## src/rtl/regfile_port_sched.sv

```systemverilog
// Serialises up to three operand reads from decode onto the single
// register-file port and shares that port with writeback.
//
// Ports:
//   clk, reset       - rising-edge clock, synchronous active-low reset
//   rd_req_*         - decode read request (mask of operands, 3x4-bit indices)
//   rd_rsp_*         - gathered operand data (3x32 bits), held until consumed
//   wb_*             - writeback write request, granted via wb_ready
//   rf_*             - single register-file port (combinational read)
//   busy             - sequencer not idle
module regfile_port_sched #(
    parameter int unsigned WB_BURST = 4
) (
    input  logic        clk,
    input  logic        reset,
    input  logic        rd_req_valid,
    output logic        rd_req_ready,
    input  logic [2:0]  rd_req_mask,
    input  logic [11:0] rd_req_idx,
    output logic        rd_rsp_valid,
    input  logic        rd_rsp_ready,
    output logic [95:0] rd_rsp_data,
    input  logic        wb_valid,
    output logic        wb_ready,
    input  logic [3:0]  wb_idx,
    input  logic [31:0] wb_data,
    output logic [3:0]  rf_reg_num,
    output logic        rf_write_en,
    output logic [31:0] rf_data_in,
    input  logic [31:0] rf_data_out,
    output logic        busy
);

    typedef enum logic [1:0] {
        IDLE,
        READ,
        RESP
    } state_t;

    localparam logic [3:0] BURST_MAX = 4'(WB_BURST);

    state_t      state;
    state_t      state_nxt;
    logic [2:0]  pend;
    logic [11:0] idx_q;
    logic [95:0] data_q;
    logic [3:0]  burst_cnt;

    logic        wb_grant;
    logic        rd_slot;
    logic [1:0]  sel;
    logic [3:0]  sel_idx;
    logic [2:0]  pend_clr;

    // Lowest pending operand is served first.
    always_comb begin
        sel = 2'd2;
        if (pend[0]) begin
            sel = 2'd0;
        end else if (pend[1]) begin
            sel = 2'd1;
        end
    end

    assign sel_idx  = idx_q[{sel, 2'b00} +: 4];
    assign pend_clr = pend & ~(3'b001 << sel);

    // Writeback loses the port only once it has used up its burst
    // allowance while a read sequence is waiting.
    assign wb_ready = !(state == READ && burst_cnt == BURST_MAX);
    assign wb_grant = wb_valid && wb_ready;
    assign rd_slot  = (state == READ) && !wb_grant;

    always_comb begin
        rf_write_en = 1'b0;
        rf_reg_num  = 4'd0;
        rf_data_in  = 32'd0;
        if (wb_grant) begin
            rf_write_en = 1'b1;
            rf_reg_num  = wb_idx;
            rf_data_in  = wb_data;
        end else if (rd_slot) begin
            rf_reg_num = sel_idx;
        end
    end

    assign rd_req_ready = (state == IDLE);
    assign rd_rsp_valid = (state == RESP);
    assign rd_rsp_data  = data_q;
    assign busy         = (state != IDLE);

    always_comb begin
        state_nxt = state;
        case (state)
            IDLE: begin
                if (rd_req_valid) begin
                    state_nxt = (rd_req_mask != 3'b000) ? READ : RESP;
                end
            end
            READ: begin
                if (rd_slot && pend_clr == 3'b000) begin
                    state_nxt = RESP;
                end
            end
            RESP: begin
                if (rd_rsp_ready) begin
                    state_nxt = IDLE;
                end
            end
            default: state_nxt = IDLE;
        endcase
    end

    always_ff @(posedge clk) begin
        if (!reset) begin
            state     <= IDLE;
            pend      <= 3'b000;
            idx_q     <= 12'd0;
            data_q    <= 96'd0;
            burst_cnt <= 4'd0;
        end else begin
            state <= state_nxt;
            case (state)
                IDLE: begin
                    burst_cnt <= 4'd0;
                    if (rd_req_valid) begin
                        pend   <= rd_req_mask;
                        idx_q  <= rd_req_idx;
                        data_q <= 96'd0;
                    end
                end
                READ: begin
                    if (rd_slot) begin
                        data_q[{sel, 5'b00000} +: 32] <= rf_data_out;
                        pend      <= pend_clr;
                        burst_cnt <= 4'd0;
                    end else begin
                        burst_cnt <= burst_cnt + 4'd1;
                    end
                end
                default: burst_cnt <= 4'd0;
            endcase
        end
    end

endmodule
```

## config.mk

```make
export PLATFORM = sky130hd
export DESIGN_NAME = regfile_port_sched
export DESIGN_NICKNAME = d
export VERILOG_FILES = /design/src/rtl/regfile_port_sched.sv
export SDC_FILE = /design/constraint.sdc
export NUM_CORES = 1
export LEC_CHECK = 0
export CORE_MARGIN = 2
export CORE_UTILIZATION = 43
export DETAILED_ROUTE_END_ITERATION = 10
export PLACE_DENSITY = 0.86
export SYNTH_ARGS = -nofsm -noshare
export SYNTH_HDL_FRONTEND = slang
export SYNTH_SLANG_ARGS = --single-unit
```

## constraint.sdc

```tcl
create_clock -name clk -period 2.8 [get_ports clk]
set_input_delay 0.56 -clock clk [delete_from_list [all_inputs] [get_ports clk]]
set_output_delay 0.56 -clock clk [all_outputs]
set_load 0.05 [all_outputs]
```

Yosys cells after proc, flatten, opt, wreduce, memory -nomap -nowiden --
Index checks and enable logic that the tools add are counted.
Storage, ports and cells: input bits 88, output and inout port bits 137, bits in read-only memories 0, bits in latches 0, RAM bits 0, word-level logic and storage cells 55, register bits after elaboration 117, memories 0
Cells by class: shift-type cells 4, $lt $le $gt $ge 0, equal/unequal tests 7, reduce and logical (&&, ||, !) cells 15, $mul 0, add/sub/neg operators 2, bitwise operators 4, multiplexer cells 18, divide/modulo/power cells 0
Operators by type and width (number):
- $mux 96 | 2
- $pmux 96 s2 | 1
- $bwmux 96 | 1
- $shift 32x9->96 const A | 1
- $shiftx 32x9->96 | 1
- $mux 32 | 1
- $mux 2 | 6
- $shiftx 12x5->4 | 1
- $neg 7->9 | 1
- $mux 4 | 2
- $mux 3 | 2
- $pmux 2 s3 | 1
- $pmux 3 s2 | 1
- $reduce_and 3->1 | 2
- $add 4x1->4 const B | 1
- $eq 4x3->1 const B | 1
- $logic_and 1x1->1 | 4
- $ne 2x1->1 const B | 2
- $ne 2x2->1 const B | 2
- $reduce_bool 2->1 | 2
- $and 3x3->3 | 1
- $logic_not 3->1 | 1
- $not 3->3 | 1
- $reduce_bool 3->1 | 1
- other kinds (9) | 11

Logic depth before layout (Yosys ltp) --
word-level depth 9, depth in mapped cells 8, mapped depth without buffers 6

Least setup slack after synthesis --
No wires, ideal clock.
kind register -> output, from register state[1], to output port rf_reg_num[0], data arrival time 2.281 ns, required time 2.240 ns, buffers on the path 2, slack -0.041 ns, stages on the path, launching flop included 6, cell sequence dfxtp_1 -> buf_2 -> nand2b_1 -> o21a_1 -> clkbuf_1 -> o31ai_1
Between the ends: longest elaborated chain between the ends 8
RTL lines:
- start: declaration | line 42 | state_t state;
- start signal: assignment | line 122 | state <= state_nxt;
- $eq 2x1->1 * | line 70, 72
- $logic_and 1x1->1 | line 70 | assign wb_ready = !(state == READ && burst_cnt == BURST_MAX);
- $logic_not 1->1 | line 70
- $logic_and 1x1->1 | line 71 | assign wb_grant = wb_valid && wb_ready;
- $logic_not 1->1 | line 72 | assign rd_slot = (state == READ) && !wb_grant;
- $logic_and 1x1->1 | line 72
- $mux 4 | line 82 | end else if (rd_slot) begin
- $mux 4 * | line 78 | if (wb_grant) begin
- end: declaration | line 27 | output logic [3:0] rf_reg_num,
Every way passes the cells marked *; elsewhere a longest branch is shown, timed or not.

Worst setup path after layout --
from register state[1], to output port rd_req_ready
Between the ends: longest elaborated chain between the ends 1
RTL lines:
- $logic_not 2->1 | line 87 | assign rd_req_ready = (state == IDLE);
- end: declaration | line 17 | output logic rd_req_ready,
No other way between the ends.

==> flow_summary.json <==
{
  "crit_arrival_ns": 2.09,
  "portBuffers": 224,
  "netlist.area_leader.share": 0.540,
  "grt_setup_unrepaired": "false",
  "num_rows": 36,
  "ys_types": 42,
  "routed_via_density": 5.40,
  "grt_pass1_vias": 4407,
  "r2r_slack_ns": 0.48,
  "drt_iter0_drc": 265,
  "tightest_slew_ns": 0.685,
  "htree_levels": 4,
  "r2r-end": "rd_rsp_data[33]",
  "worst_hold_slack_ns": 0.455,
  "areaGrowthSynthToFinish_pct": 78.0,
  "mostFrequentLayoutCells": "186 x clkdlybuf4s50_1, 115 x dfxtp_1, 95 x a22o_1",
  "period_share": 0.945,
  "hpwl_um": 10800,
  "hold_class": "flop to flop",
  "vias": 4164,
  "path_clk_slew_ns": 0.06,
  "crit_path_start": "state[1]",
  "place_ws_ns": 0.286,
  "mostFrequentLayoutCell": "clkdlybuf4s50_1",
  "worst_ir_drop_vdd_v": 0.000332,
  "yosysWarnings": 0,
  "drtPass1Iterations": 4,
  "synthMuxAreaShare": 0.0118,
  "core_sq_um": 9770,
  "cts_num_sinks": 117,
  "clock_path_buffers": 2,
  "end_kind": "output pin",
  "status": "finished clean",
  "yosys.area_share.simple": 0.129,
  "drive_gt1_frac": 0.160,
  "synth_xor_area_frac": 0.00404,
  "finalNonFillerCells": 771,
  "grt_pass1_wl_um": 23500,
  "crit_type": "flop to output pin",
  "drv_cap": 0,
  "insertion_delay_ns": 0.50,
  "numCtsBuffers": 17,
  "worst_slack_ns": 0.153,
  "leakage_uw": 0.00298,
  "fin_nets": 715,
  "synthesis.instances": 399,
  "ant_nets": 0,
  "drc": 0,
  "io_pins": 225,
  "antenna_found_initial": 1,
  "cts_hold_buf": 0,
  "cts_setup_buffers": 0,
  "synth-compound-area-share": 0.252,
  "gp_congestion": 0.892,
  "fin_worst_skew_ns": 0.0104,
  "wl_per_cell_um": 20.0,
  "synth_top_area_cell": "dfxtp_1",
  "max_stage_delay_ns": 0.87,
  "finalMaxSlewViolations": 0,
  "cp_slowest_cell": "clkdlybuf4s50_1",
  "yosysSeqAreaShare": 0.540,
  "synthesis.area_sq_um": 4340,
  "hp-start": "idx_q[8]",
  "crit_required_ns": 2.24,
  "fin_util": 0.790,
  "min_path_cells": 2,
  "ys_ff_latch": 117,
  "die_w_um": 104,
  "power_density_nw_per_um2": 615,
  "hold_violations": 0,
  "synth_nets": 490,
  "synth_area_leaders": "dfxtp_1 54%, a22o_1 19%, and2_1 4.8%",
  "clock.fmax_mhz": 378,
  "grt_start_max_net_pins": 43,
  "synth_top_family_by_area": "compound AO/OA/AOI/OAI gates",
  "path_max_fanout": 11,
  "root_buffer": "clkbuf_8",
  "holdPathEnd": "idx_q[8]",
  "synthAdderAreaFrac": 0.0110,
  "dp.cells": 738,
  "start_util": 0.444,
  "setup_viol": 0,
  "die-area_sq_um": 10900,
  "reg2reg_depth": 6,
  "cts_tree": "yes",
  "slew_headroom": 0.543,
  "wirelength_um": 15400,
  "grt.overflow.total": 0,
  "die_h_um": 104,
  "critPathLaunchType": "flop",
  "path_cells": "nor2_1 > clkdlybuf4s50_1",
  "grtUsageTotal": 0.276,
  "r2r_start": "pend[0]",
  "syn_area_per_cell_sq_um": 10.9,
  "min_period_ns": 2.65
}
-- registers in the layout (all words and copies together) (netlist names) --
signal       flops
rd_rsp_data     96
idx_q           12
burst_cnt        4
pend             3
state            2
-- where the power goes --
group	leakage [uW]	internal [uW]	total (uW)	switching, uW
sequential	0.000946	1700	1740	37.3
combinational	0.00175	357	819	462
clock	0.000284	1410	2190	782
-- timing repair --
| action | in CTS | in global routing |
|---|---|---|
| gates cloned | 0 | 0 |
| endpoints found under the hold margin | 0 | 0 |
| resized for setup | 4 | 9 |
| endpoints found under the setup margin | 12 | 10 |
-- synth_stat cells --
| master | number |
|---|---|
| nand2_1 | 33 |
| a22oi_1 | 1 |
| o21ai_0 | 1 |
| nand3b_1 | 2 |
| buf_6 | 7 |
| a32o_1 | 2 |
| clkbuf_1 | 6 |
| nor2_1 | 12 |
| o22ai_1 | 1 |
| a2111oi_0 | 1 |
| ha_1 | 3 |
| and2b_2 | 1 |
| nand2b_1 | 3 |
| mux2_2 | 1 |
| a21oi_1 | 16 |
| nand2_2 | 2 |
| xor2_1 | 1 |
| nor4_4 | 1 |
| nor3_1 | 2 |
| o31ai_1 | 4 |
| nand4_2 | 1 |
| inv_2 | 1 |
| o21a_1 | 4 |
| nor2_2 | 1 |
| inv_1 | 7 |
| buf_2 | 11 |
| nor2b_1 | 3 |
| nor4_1 | 1 |
| mux2i_1 | 4 |
| nand3_1 | 6 |
| maj3_1 | 1 |
| o31ai_4 | 1 |
| xnor2_1 | 1 |
| and4b_1 | 1 |
| o41a_4 | 1 |
| a211oi_4 | 1 |
| a22o_1 | 95 |
| dfxtp_1 | 117 |
| o311a_1 | 1 |
| or2_2 | 2 |
| buf_4 | 6 |
| and2_1 | 33 |
-- logic make-up (layout without fill, tap and decap cells) --
group	after synthesis	count (layout)
simple gates	104	104
compound gates	129	129
mux	5	5
fa+ha+maj	4	4
other cells	0	1
buf+inv	38	276
xor+xnor	2	2
flops	117	117
-- final cells by class --
| cell class | instances | area (sq um) |
|---|---|---|
| Inverter | 8 | 30.0 |
| Clock inverter | 13 | 168 |
| Multi-Input combinational cell | 244 | 1830 |
| Clock buffer | 19 | 442 |
| Fill cell | 590 | 2050 |
| Tap cell | 133 | 166 |
| Sequential cell | 117 | 2340 |
| Antenna cell | 1 | 2.50 |
| Timing Repair Buffer | 236 | 2740 |
-- routing by layer --
| metal | GRT usage | wire, um | vias to the layer above |
|---|---|---|---|
| li1 | - | - | 1906 |
| met1 | 0.294 | 5580 | 1997 |
| met2 | 0.480 | 7880 | 233 |
| met3 | 0.110 | 1380 | 28 |
| met4 | 0.123 | 576 | 0 |
| met5 | 0 | 0 | - |
-- worst max-delay path by stage --
stage | endpoint | slack [ns] | cells after the start
2_1_floorplan | rf_reg_num[0] | -0.04 | 5
3_3_place_gp | rf_reg_num[0] | 0.29 | 5
3_5_place_dp | rf_reg_num[3] | 0.29 | 5
4_1_cts | rf_reg_num[1] | -0.10 | 5
5_1_grt | rf_reg_num[0] | 0.01 | 8
6_report | rd_req_ready | 0.15 | 2
-- worst max-delay path, delay by kind of cell (launching register included) --
| family | cells | cell delay [ns] |
|---|---|---|
| buffers and inverters | 1 | 0.87 |
| flip-flops | 1 | 0.39 |
| AND/OR/NAND/NOR | 1 | 0.33 |
-- through the flow --
stage	total power (uW)	TNS (ns)	cell area [sq um]
2_1_floorplan	2180	-0.124	4340
3_3_place_gp	2560	0	7050
3_5_place_dp	2570	0	7050
4_1_cts	4760	-0.210	7670
5_1_grt	4900	0	7730
6_report	4750	0	7730
Power figures use the tool's default switching activity.
